File: src/rtl/uart_par_chk_gen.sv
// UART RX parity checker: folds LSB-first data bits into a running parity and checks it against the parity bit.
// Optional saturating error counter enabled by defining UART_PAR_CHK_ERR_CNT_EN.
module uart_par_chk_gen #(
  parameter int DATA_W = 8,
  parameter int CNT_W  = 8
) (
  input  logic                          CLK,
  input  logic                          RST,
  input  logic                          frame_start,
  input  logic                          bit_vld,
  input  logic                          par_vld,
  input  logic                          sampled_bit,
  input  logic [$clog2(DATA_W+1)-1:0]   data_len,
  input  logic                          PAR_EN,
  input  logic [1:0]                    PAR_TYP,
  input  logic                          cnt_clr,
  output logic                          par_err,
  output logic                          len_err,
  output logic                          frame_done,
  output logic [CNT_W-1:0]              err_cnt
);

  localparam int LEN_W = $clog2(DATA_W+1);

  typedef enum logic [1:0] {
    ST_IDLE     = 2'd0,
    ST_DATA     = 2'd1,
    ST_PAR_WAIT = 2'd2
  } state_e;

  state_e           state_q, state_d;
  logic             acc_q, acc_d;
  logic [LEN_W-1:0] bit_cnt_q, bit_cnt_d;
  logic [LEN_W-1:0] len_q, len_d;
  logic             par_en_q, par_en_d;
  logic [1:0]       par_typ_q, par_typ_d;
  logic             par_err_q, par_err_d;
  logic             len_err_q, len_err_d;
  logic             done_q, done_d;

  // Parity bit the transmitter should have sent for the folded data parity
  function automatic logic exp_par(input logic [1:0] typ, input logic acc);
    logic res;
    case (typ)
      2'b00:   res = acc;
      2'b01:   res = ~acc;
      2'b10:   res = 1'b1;
      2'b11:   res = 1'b0;
      default: res = 1'b0;
    endcase
    return res;
  endfunction

  // Next-state and per-frame bookkeeping; frame_start overrides every strobe
  always_comb begin
    state_d   = state_q;
    acc_d     = acc_q;
    bit_cnt_d = bit_cnt_q;
    len_d     = len_q;
    par_en_d  = par_en_q;
    par_typ_d = par_typ_q;
    par_err_d = par_err_q;
    len_err_d = len_err_q;
    done_d    = 1'b0;
    if (frame_start) begin
      state_d   = ST_DATA;
      acc_d     = 1'b0;
      bit_cnt_d = {LEN_W{1'b0}};
      par_err_d = 1'b0;
      len_err_d = 1'b0;
      len_d     = data_len;
      par_en_d  = PAR_EN;
      par_typ_d = PAR_TYP;
    end else begin
      case (state_q)
        ST_IDLE: begin
          state_d = ST_IDLE;
        end
        ST_DATA: begin
          if (par_vld) begin
            len_err_d = 1'b1;
            done_d    = 1'b1;
            state_d   = ST_IDLE;
          end else if (bit_vld) begin
            acc_d     = acc_q ^ sampled_bit;
            bit_cnt_d = bit_cnt_q + LEN_W'(1);
            if ((bit_cnt_q + LEN_W'(1)) == len_q) begin
              if (par_en_q) begin
                state_d = ST_PAR_WAIT;
              end else begin
                done_d  = 1'b1;
                state_d = ST_IDLE;
              end
            end else begin
              state_d = ST_DATA;
            end
          end else begin
            state_d = ST_DATA;
          end
        end
        ST_PAR_WAIT: begin
          if (par_vld) begin
            // A concurrent bit_vld is a protocol violation, flagged as a length error
            par_err_d = (sampled_bit != exp_par(par_typ_q, acc_q));
            len_err_d = bit_vld;
            done_d    = 1'b1;
            state_d   = ST_IDLE;
          end else if (bit_vld) begin
            len_err_d = 1'b1;
            done_d    = 1'b1;
            state_d   = ST_IDLE;
          end else begin
            state_d = ST_PAR_WAIT;
          end
        end
        default: begin
          state_d = ST_IDLE;
        end
      endcase
    end
  end

  // Frame state registers
  always_ff @(posedge CLK or negedge RST) begin
    if (!RST) begin
      state_q   <= ST_IDLE;
      acc_q     <= 1'b0;
      bit_cnt_q <= {LEN_W{1'b0}};
      len_q     <= {LEN_W{1'b0}};
      par_en_q  <= 1'b0;
      par_typ_q <= 2'b00;
      par_err_q <= 1'b0;
      len_err_q <= 1'b0;
      done_q    <= 1'b0;
    end else begin
      state_q   <= state_d;
      acc_q     <= acc_d;
      bit_cnt_q <= bit_cnt_d;
      len_q     <= len_d;
      par_en_q  <= par_en_d;
      par_typ_q <= par_typ_d;
      par_err_q <= par_err_d;
      len_err_q <= len_err_d;
      done_q    <= done_d;
    end
  end

  assign par_err    = par_err_q;
  assign len_err    = len_err_q;
  assign frame_done = done_q;

`ifdef UART_PAR_CHK_ERR_CNT_EN
  logic [CNT_W-1:0] err_cnt_q, err_cnt_d;

  // Saturating count of failed frames, sampled off the registered done pulse
  always_comb begin
    err_cnt_d = err_cnt_q;
    if (cnt_clr) begin
      err_cnt_d = {CNT_W{1'b0}};
    end else if (done_q && (par_err_q || len_err_q) && (err_cnt_q != {CNT_W{1'b1}})) begin
      err_cnt_d = err_cnt_q + CNT_W'(1);
    end else begin
      err_cnt_d = err_cnt_q;
    end
  end

  // Error counter register
  always_ff @(posedge CLK or negedge RST) begin
    if (!RST) begin
      err_cnt_q <= {CNT_W{1'b0}};
    end else begin
      err_cnt_q <= err_cnt_d;
    end
  end

  assign err_cnt = err_cnt_q;
`else
  logic unused_cnt_clr_s;
  assign unused_cnt_clr_s = cnt_clr;
  assign err_cnt          = {CNT_W{1'b0}};
`endif

endmodule
File: config.mk
export PLATFORM = sky130hd
export DESIGN_NAME = uart_par_chk_gen
export DESIGN_NICKNAME = d
export VERILOG_FILES = /design/src/rtl/uart_par_chk_gen.sv
export SDC_FILE = /design/constraint.sdc
export NUM_CORES = 1
export LEC_CHECK = 0
export ABC_AREA = 1
export BUFFER_PORTS_ARGS = -buffer_cell sky130_fd_sc_hd__buf_4
export CORE_MARGIN = 1.5
export CORE_UTILIZATION = 55
export CTS_CLUSTER_SIZE = 40
export DETAILED_ROUTE_END_ITERATION = 12
export PLACE_DENSITY = 0.86
export SLEW_MARGIN = 10
export SYNTH_ARGS = -nofsm -noshare
export SYNTH_HDL_FRONTEND = slang
export SYNTH_SLANG_ARGS = --single-unit
export TNS_END_PERCENT = 10
File: constraint.sdc
create_clock -name CLK -period 3.6 [get_ports CLK]
set_input_delay 0.36 -clock CLK [delete_from_list [all_inputs] [get_ports CLK]]
set_output_delay 0.36 -clock CLK [all_outputs]
set_load 0.01 [all_outputs]
==> results of run 1 <==
## metrics by stage
stage / utilization [%] / std cells
global route: 69.0 / 158
floorplan: - / 132
CTS: 69.0 / 158
finish: 69.0 / 158
global placement: 66.7 / 153
detailed placement: 66.7 / 153
## cell families after synthesis
group | synth area share [%]
simple gates | 22.3
buf+inv | 15.8
flops | 44.3
fa+ha+maj | 3.91
other cells | 0.390
compound gates | 13.4
## cells in the mapped netlist
cell,number,area share [%]
a21oi_1,6,3.1
a21oi_2,1,0.91
a31oi_1,1,0.65
buf_2,1,0.52
buf_4,8,6.3
clkbuf_1,1,0.39
conb_1,1,0.39
dfrtp_1,17,44
ha_1,3,3.9
inv_1,20,7.8
inv_2,2,0.78
nand2_1,29,11
nand2_2,2,1.3
nand3_1,7,3.6
nand3_2,1,1.0
nand4_1,2,1.3
nor2_1,6,2.3
nor2_2,1,0.65
o211ai_1,1,0.78
o21ai_0,8,4.2
o21ai_1,3,1.6
o221ai_1,1,0.91
o22ai_1,2,1.3
or2_2,1,0.65
## worst min-delay path: cells and delay by family
family / cells / cell delay [ps]
and+or+nand+nor: 2 / 100
buffers and inverters: 1 / 80
## state kept, by name, summed over array words and instances (netlist names)
register and cells:
state_q 2, len_q 4, par_err 1, par_en_q 1, len_err 1, bit_cnt_q 4
acc_q 1, par_typ_q 2, frame_done 1
## routing by layer
layer / GRT usage (%) / wire [um]
met4: 7.06 / 9
met2: 39.7 / 918
met1: 27.2 / 768
met5: 0 / 0
met3: 2.40 / 77
## how the worst max path moves through the flow
stage                                   from              endpoint  slack (ps)
floorplan           bit_cnt_q[0]$_DFFE_PN0P_  frame_done$_DFF_PN0_        2250
global placement    bit_cnt_q[0]$_DFFE_PN0P_  state_q[1]$_DFF_PN0_        2140
detailed placement  bit_cnt_q[0]$_DFFE_PN0P_  state_q[1]$_DFF_PN0_        2120
CTS                 bit_cnt_q[0]$_DFFE_PN0P_  state_q[1]$_DFF_PN0_        2090
global route        bit_cnt_q[0]$_DFFE_PN0P_  state_q[1]$_DFF_PN0_        1980
finish              bit_cnt_q[0]$_DFFE_PN0P_  state_q[1]$_DFF_PN0_        2080
## cell type report
| class | instances | area, um^2 | share of cell area (%) |
|---|---|---|---|
| well taps | 16 | 20.0 | 1.84 |
| multi-input cells | 83 | 410 | 37.7 |
| flip-flops and latches | 17 | 425 | 39.1 |
| clock buffers | 4 | 26.3 | 2.42 |
| inverters | 22 | 82.6 | 7.59 |
| repair buffers | 16 | 123 | 11.3 |
## power by group through the flow
stage                     Clock [W]  Combinational [W]  Sequential, W
after global routing       0.000111          0.0000969       0.000222
after global placement            0          0.0000803       0.000223
final                      0.000103          0.0000849       0.000221
after detailed placement          0          0.0000829       0.000224
after floorplan                   0          0.0000615       0.000222
after CTS                  0.000103          0.0000846       0.000220
## repair_timing
| action | CTS | global route |
|---|---|---|
| hold buffers | 1 | 0 |
| resized for setup | 0 | 0 |
| endpoints found under the hold margin | 17 | 0 |
==> results.md, run 1 <==
* Status: finished clean
* Final worst slack at 2080 ps
* GR Overflow Total at 0
* Critical R2R Capture: state_q[1]$_DFF_PN0_
* Clock Latency Late Sink at 290 ps
* Setup crit end kind: flip-flop
* Die X-Extent at 44.8 um
* CP peak stage delay at 480 ps
* RSZ-0062 raised after global routing: no
* Worst r2r src: bit_cnt_q[0]$_DFFE_PN0P_
* Final min period at 1520 ps
* Max-Cap Viols at 0
* Setup TNS Final at 0 ps
* Clock Sinks at 17
* Top cell by count, worst path: a21oi_1
* Net Sw Frac at 30.6%
* Yosys warnings at 0
* Commonest non-fill, non-tap cell in the layout: nand2_1
* P_leak at 0.586 nW
* Drt drc at 0
* CTS clock-pin slew for the worst setup and hold paths at 110 ps
* Cell variety after synth at 24
* Most frequent cells in the layout: 29 x nand2_1, 20 x inv_1, 17 x dfrtp_1
* Final setup violation count at 0
* Post-route ant nets at 0
* # fillers at 126
* Combinational share of power at 20.8%
* Clock network power share at 25.2%
* Dpl cell area at 1050 um^2
* Fin. Hold Viols at 0
* Count of nets after finishing at 160
* Post-route cell area at 1090 um^2
* Crit share post-route at 42.3%
* DP Wirelength at 1350 um
* Hold_sp: PAR_TYP[1]
* Pre-CTS WS at 2120 ps
* Switch Pwr at 0.000125 W
* Initial antenna violation count at 0
* Final Power at 0.000409 W
* First-pass GRT wire length at 3220 um
* Final WL at 1770 um
* Postcts setup bufs at 0
* Sequential area share after synthesis at 44.3%
* Setup Skew at 9.98 ps
* CP Launch Type: flip-flop
* Worst VDD drop at 0.316 mV
* Port bufs at 15
* Register bit total from synthesis at 17
* Reg power frac at 54.0%
* Root buf cell: clkbuf_4
* Number of primary I/O pins at 25
* CP cell instances: ha_1 > inv_1 > a21oi_1 > nand3_2 > nor2_2 > nand3_1 > a21oi_1
* Final Max Slew Viols at 0
* Internal at 0.000284 W
* Mapped Area at 961 um^2
* Die height at 44.8 um
* Hold Slack at 267 ps
* Fmax at 657 MHz
* DR iter-0 viols at 18
* Hold Path End: par_typ_q[1]$_DFFE_PN0P_
* # H-tree levels at 1
* Vias in the first global route at 781
* Mapped Cells at 125
* Largest net degree at the start of global routing at 18
* DR WL/cell at 11.2 um
* Worst EP arrival at 1730 ps
* CP max-delay cell: dfrtp_1
* Worst-path maximum fanout at 8
* RePlAce Congestion at 0.765
* Number of buffers created by CTS at 3
* CP required at 3810 ps
* Share of cells above drive strength 1 at 18.3%
* Power per cell area at 376 nW/um^2
* FP Rows at 14
* Max clock buf depth at 2
* Drt via density at 5.05
* # diodes at 0
* WS Path Type: flip-flop to flip-flop
* Hold Path Depth at 3
* Worst reg2reg path depth at 7
* Worst path buffer plus inverter count at 1
* Type of the tightest min-delay check: input pin to flip-flop
* DRT Pass-1 Iters at 4
* Die ar. at 2010 um^2
* Initial Utilization at 61.0%
* Gr usage total at 21.9%
* Detailed-route via count at 798
* Top cell family by delay on the critical path: flip-flops
* R2R setup slack at 2080 ps
* WP depth at 7
* Mean post-synth cell area at 7.69 um^2
* Core box area at 1580 um^2
* CTS tree: built
* Synthesis-to-layout area growth at 13.2%
Power figures use the tool's default switching activity.
==> run 2: changes to the inputs <==
--- a/config.mk
+++ b/config.mk
@@ -8,10 +8,10 @@
 export ABC_AREA = 1
 export BUFFER_PORTS_ARGS = -buffer_cell sky130_fd_sc_hd__buf_4
 export CORE_MARGIN = 1.5
-export CORE_UTILIZATION = 55
+export CORE_UTILIZATION = 51
 export CTS_CLUSTER_SIZE = 40
 export DETAILED_ROUTE_END_ITERATION = 12
-export PLACE_DENSITY = 0.86
+export PLACE_DENSITY = 0.8
 export SLEW_MARGIN = 10
 export SYNTH_ARGS = -nofsm -noshare
 export SYNTH_HDL_FRONTEND = slang
==> constraint.sdc (replaced) <==
create_clock -name CLK -period 1.4 [get_ports CLK]
set_input_delay 0.14 -clock CLK [delete_from_list [all_inputs] [get_ports CLK]]
set_output_delay 0.14 -clock CLK [all_outputs]
set_load 0.01 [all_outputs]
==> run 2 against run 1 <==
Register-to-register slack worse by 2100 ps. Combinational power rose to 3.1 times the previous value. Die area is 7.3% higher. Core utilization is 2.6 points lower. Largest power group unchanged.
==> results.md, run 2 (synthesis gave the netlist of run 1 again) <==
* Status: finished clean
* Hold Path Depth at 3
* Gr usage total at 20.0%
* Top cell family by delay on the critical path: flip-flops
* Biggest regs: bit_cnt_q (4), len_q (4)
* Final Max Slew Viols at 0
* Largest net degree at the start of global routing at 18
* Max-Cap Viols at 0
* Worst path buffer plus inverter count at 1
* Crit share post-route at 99.3%
* Hold_sp: PAR_TYP[1]
* Top cell by count, worst path: a21oi_2
* First-pass GRT wire length at 3050 um
* Setup Skew at 3.59 ps
* Setup TNS Final at 0 ps
* Final worst slack at 9.41 ps
* Clock Sinks at 17
* Max clock buf depth at 2
* Drt via density at 4.95
* Most frequent cells in the layout: 28 x nand2_1, 19 x inv_1, 17 x dfrtp_1, 17 x buf_4
* # diodes at 0
* Worst EP arrival at 1630 ps
* WP depth at 7
* RSZ-0062 raised after global routing: yes
* Count of nets after finishing at 162
* Die ar. at 2150 um^2
* Core box area at 1750 um^2
* Number of primary I/O pins at 25
* Commonest non-fill, non-tap cell in the layout: nand2_1
* Initial Utilization at 55.1%
* CTS tree: built
* CP cell instances: ha_1 > inv_2 > a21oi_2 > nand3_2 > nor2_4 > nand3_1 > a21oi_2
* Worst reg2reg path depth at 7
* Final setup violation count at 0
* Synthesis-to-layout area growth at 20.6%
* # fillers at 141
* Pre-CTS WS at -18.4 ps
* Root buf cell: clkbuf_4
* FP Rows at 15
* CP max-delay cell: dfrtp_1
* Initial antenna violation count at 0
* GR Overflow Total at 0
* R2R setup slack at 9 ps
* CP required at 1640 ps
* DP Wirelength at 1380 um
* Final min period at 1390 ps
* DRT Pass-1 Iters at 4
* Hold Path End: par_typ_q[1]$_DFFE_PN0P_
* Share of cells above drive strength 1 at 26.4%
* CP Launch Type: flip-flop
* Fmax at 719 MHz
* Detailed-route via count at 837
* RePlAce Congestion at 0.766
* Number of buffers created by CTS at 3
* Worst VDD drop at 0.847 mV
* Critical R2R Capture: frame_done$_DFF_PN0_
* Worst-path maximum fanout at 3
* Final WL at 1890 um
* Drt drc at 0
* CTS clock-pin slew for the worst setup and hold paths at 100 ps
* Fin. Hold Viols at 0
* Final Power at 0.00110 W
* Worst r2r src: bit_cnt_q[1]$_DFFE_PN0P_
* P_leak at 0.601 nW
* DR iter-0 viols at 6
* Type of the tightest min-delay check: input pin to flip-flop
* Vias in the first global route at 769
* Die X-Extent at 46.4 um
* Port bufs at 15
* Power per cell area at 949 nW/um^2
* Die height at 46.4 um
* CP peak stage delay at 400 ps
* Clock Latency Late Sink at 300 ps
* WS Path Type: flip-flop to flip-flop
* Setup crit end kind: flip-flop
* # H-tree levels at 1
* Post-route ant nets at 0
* DR WL/cell at 11.2 um
## run 2: cell types whose count changed in the layout (fill, tap and decap cells not counted), sizes merged
| cell | previous run | this run |
|---|---|---|
| clkbuf | 4 | 3 |
| buf | 15 | 17 |
| clkinv | 0 | 1 |
## run 2: layout make-up
class / count / area (um^2) / share of cell area (%)
flip-flops and latches: 17 / 425 / 36.7
multi-input cells: 83 / 454 / 39.2
clock buffers: 3 / 22.5 / 1.94
repair buffers: 18 / 138 / 11.9
inverters: 22 / 82.6 / 7.13
clock inverters: 1 / 5.00 / 0.432
well taps: 25 / 31.3 / 2.70
## run 2: routing by layer
metal | vias up | global-route usage, % | wire length, um
met5 | - | 0 | 0
met3 | 5 | 2.35 | 67
met2 | 21 | 35.0 | 958
met1 | 395 | 24.5 | 830
met4 | 0 | 8.57 | 34
li1 | 416 | - | -
## run 2: worst max-delay path by stage
stage / to / start
after global placement: state_q[1]$_DFF_PN0_ / bit_cnt_q[0]$_DFFE_PN0P_
after floorplan: frame_done$_DFF_PN0_ / bit_cnt_q[0]$_DFFE_PN0P_
final: frame_done$_DFF_PN0_ / bit_cnt_q[1]$_DFFE_PN0P_
after detailed placement: bit_cnt_q[1]$_DFFE_PN0P_ / state_q[1]$_DFF_PN0_
after global routing: frame_done$_DFF_PN0_ / bit_cnt_q[0]$_DFFE_PN0P_
after CTS: bit_cnt_q[1]$_DFFE_PN0P_ / state_q[1]$_DFF_PN0_
## run 2: power by group
group          internal (W)  switching, W  leakage [nW]  total [W]
registers          0.000532     0.0000262         0.216   0.000558
logic              0.000107      0.000161         0.366   0.000267
clock network      0.000107      0.000167        0.0177   0.000274
total              0.000745      0.000354         0.601    0.00110
## run 2: stage by stage
step                      utilization, %  std cells  hold slack, ps  cell area, um^2
after floorplan                        -        132            -156              987
final                               66.4        169            35.1             1160
after global routing                66.4        169            40.6             1160
after global placement              61.7        164            15.8             1080
after detailed placement            61.7        164            15.6             1080
after CTS                           64.9        169            39.8             1130
## run 2: worst register-to-register path, delay by kind of cell (launching register included)
kind / cells / cell delay, ps
buffers and inverters: 1 / 50
DFF: 1 / 400
AOI/OAI and AO/OA: 2 / 250
adders and majority gates: 1 / 310
and+or+nand+nor: 3 / 330
## run 2: what timing repair did
item,CTS,global route
hold buffers,1,0
setup buffers,0,0
hold endpoints to repair,17,0
gates resized for setup,4,8
endpoints found under the setup margin,7,8
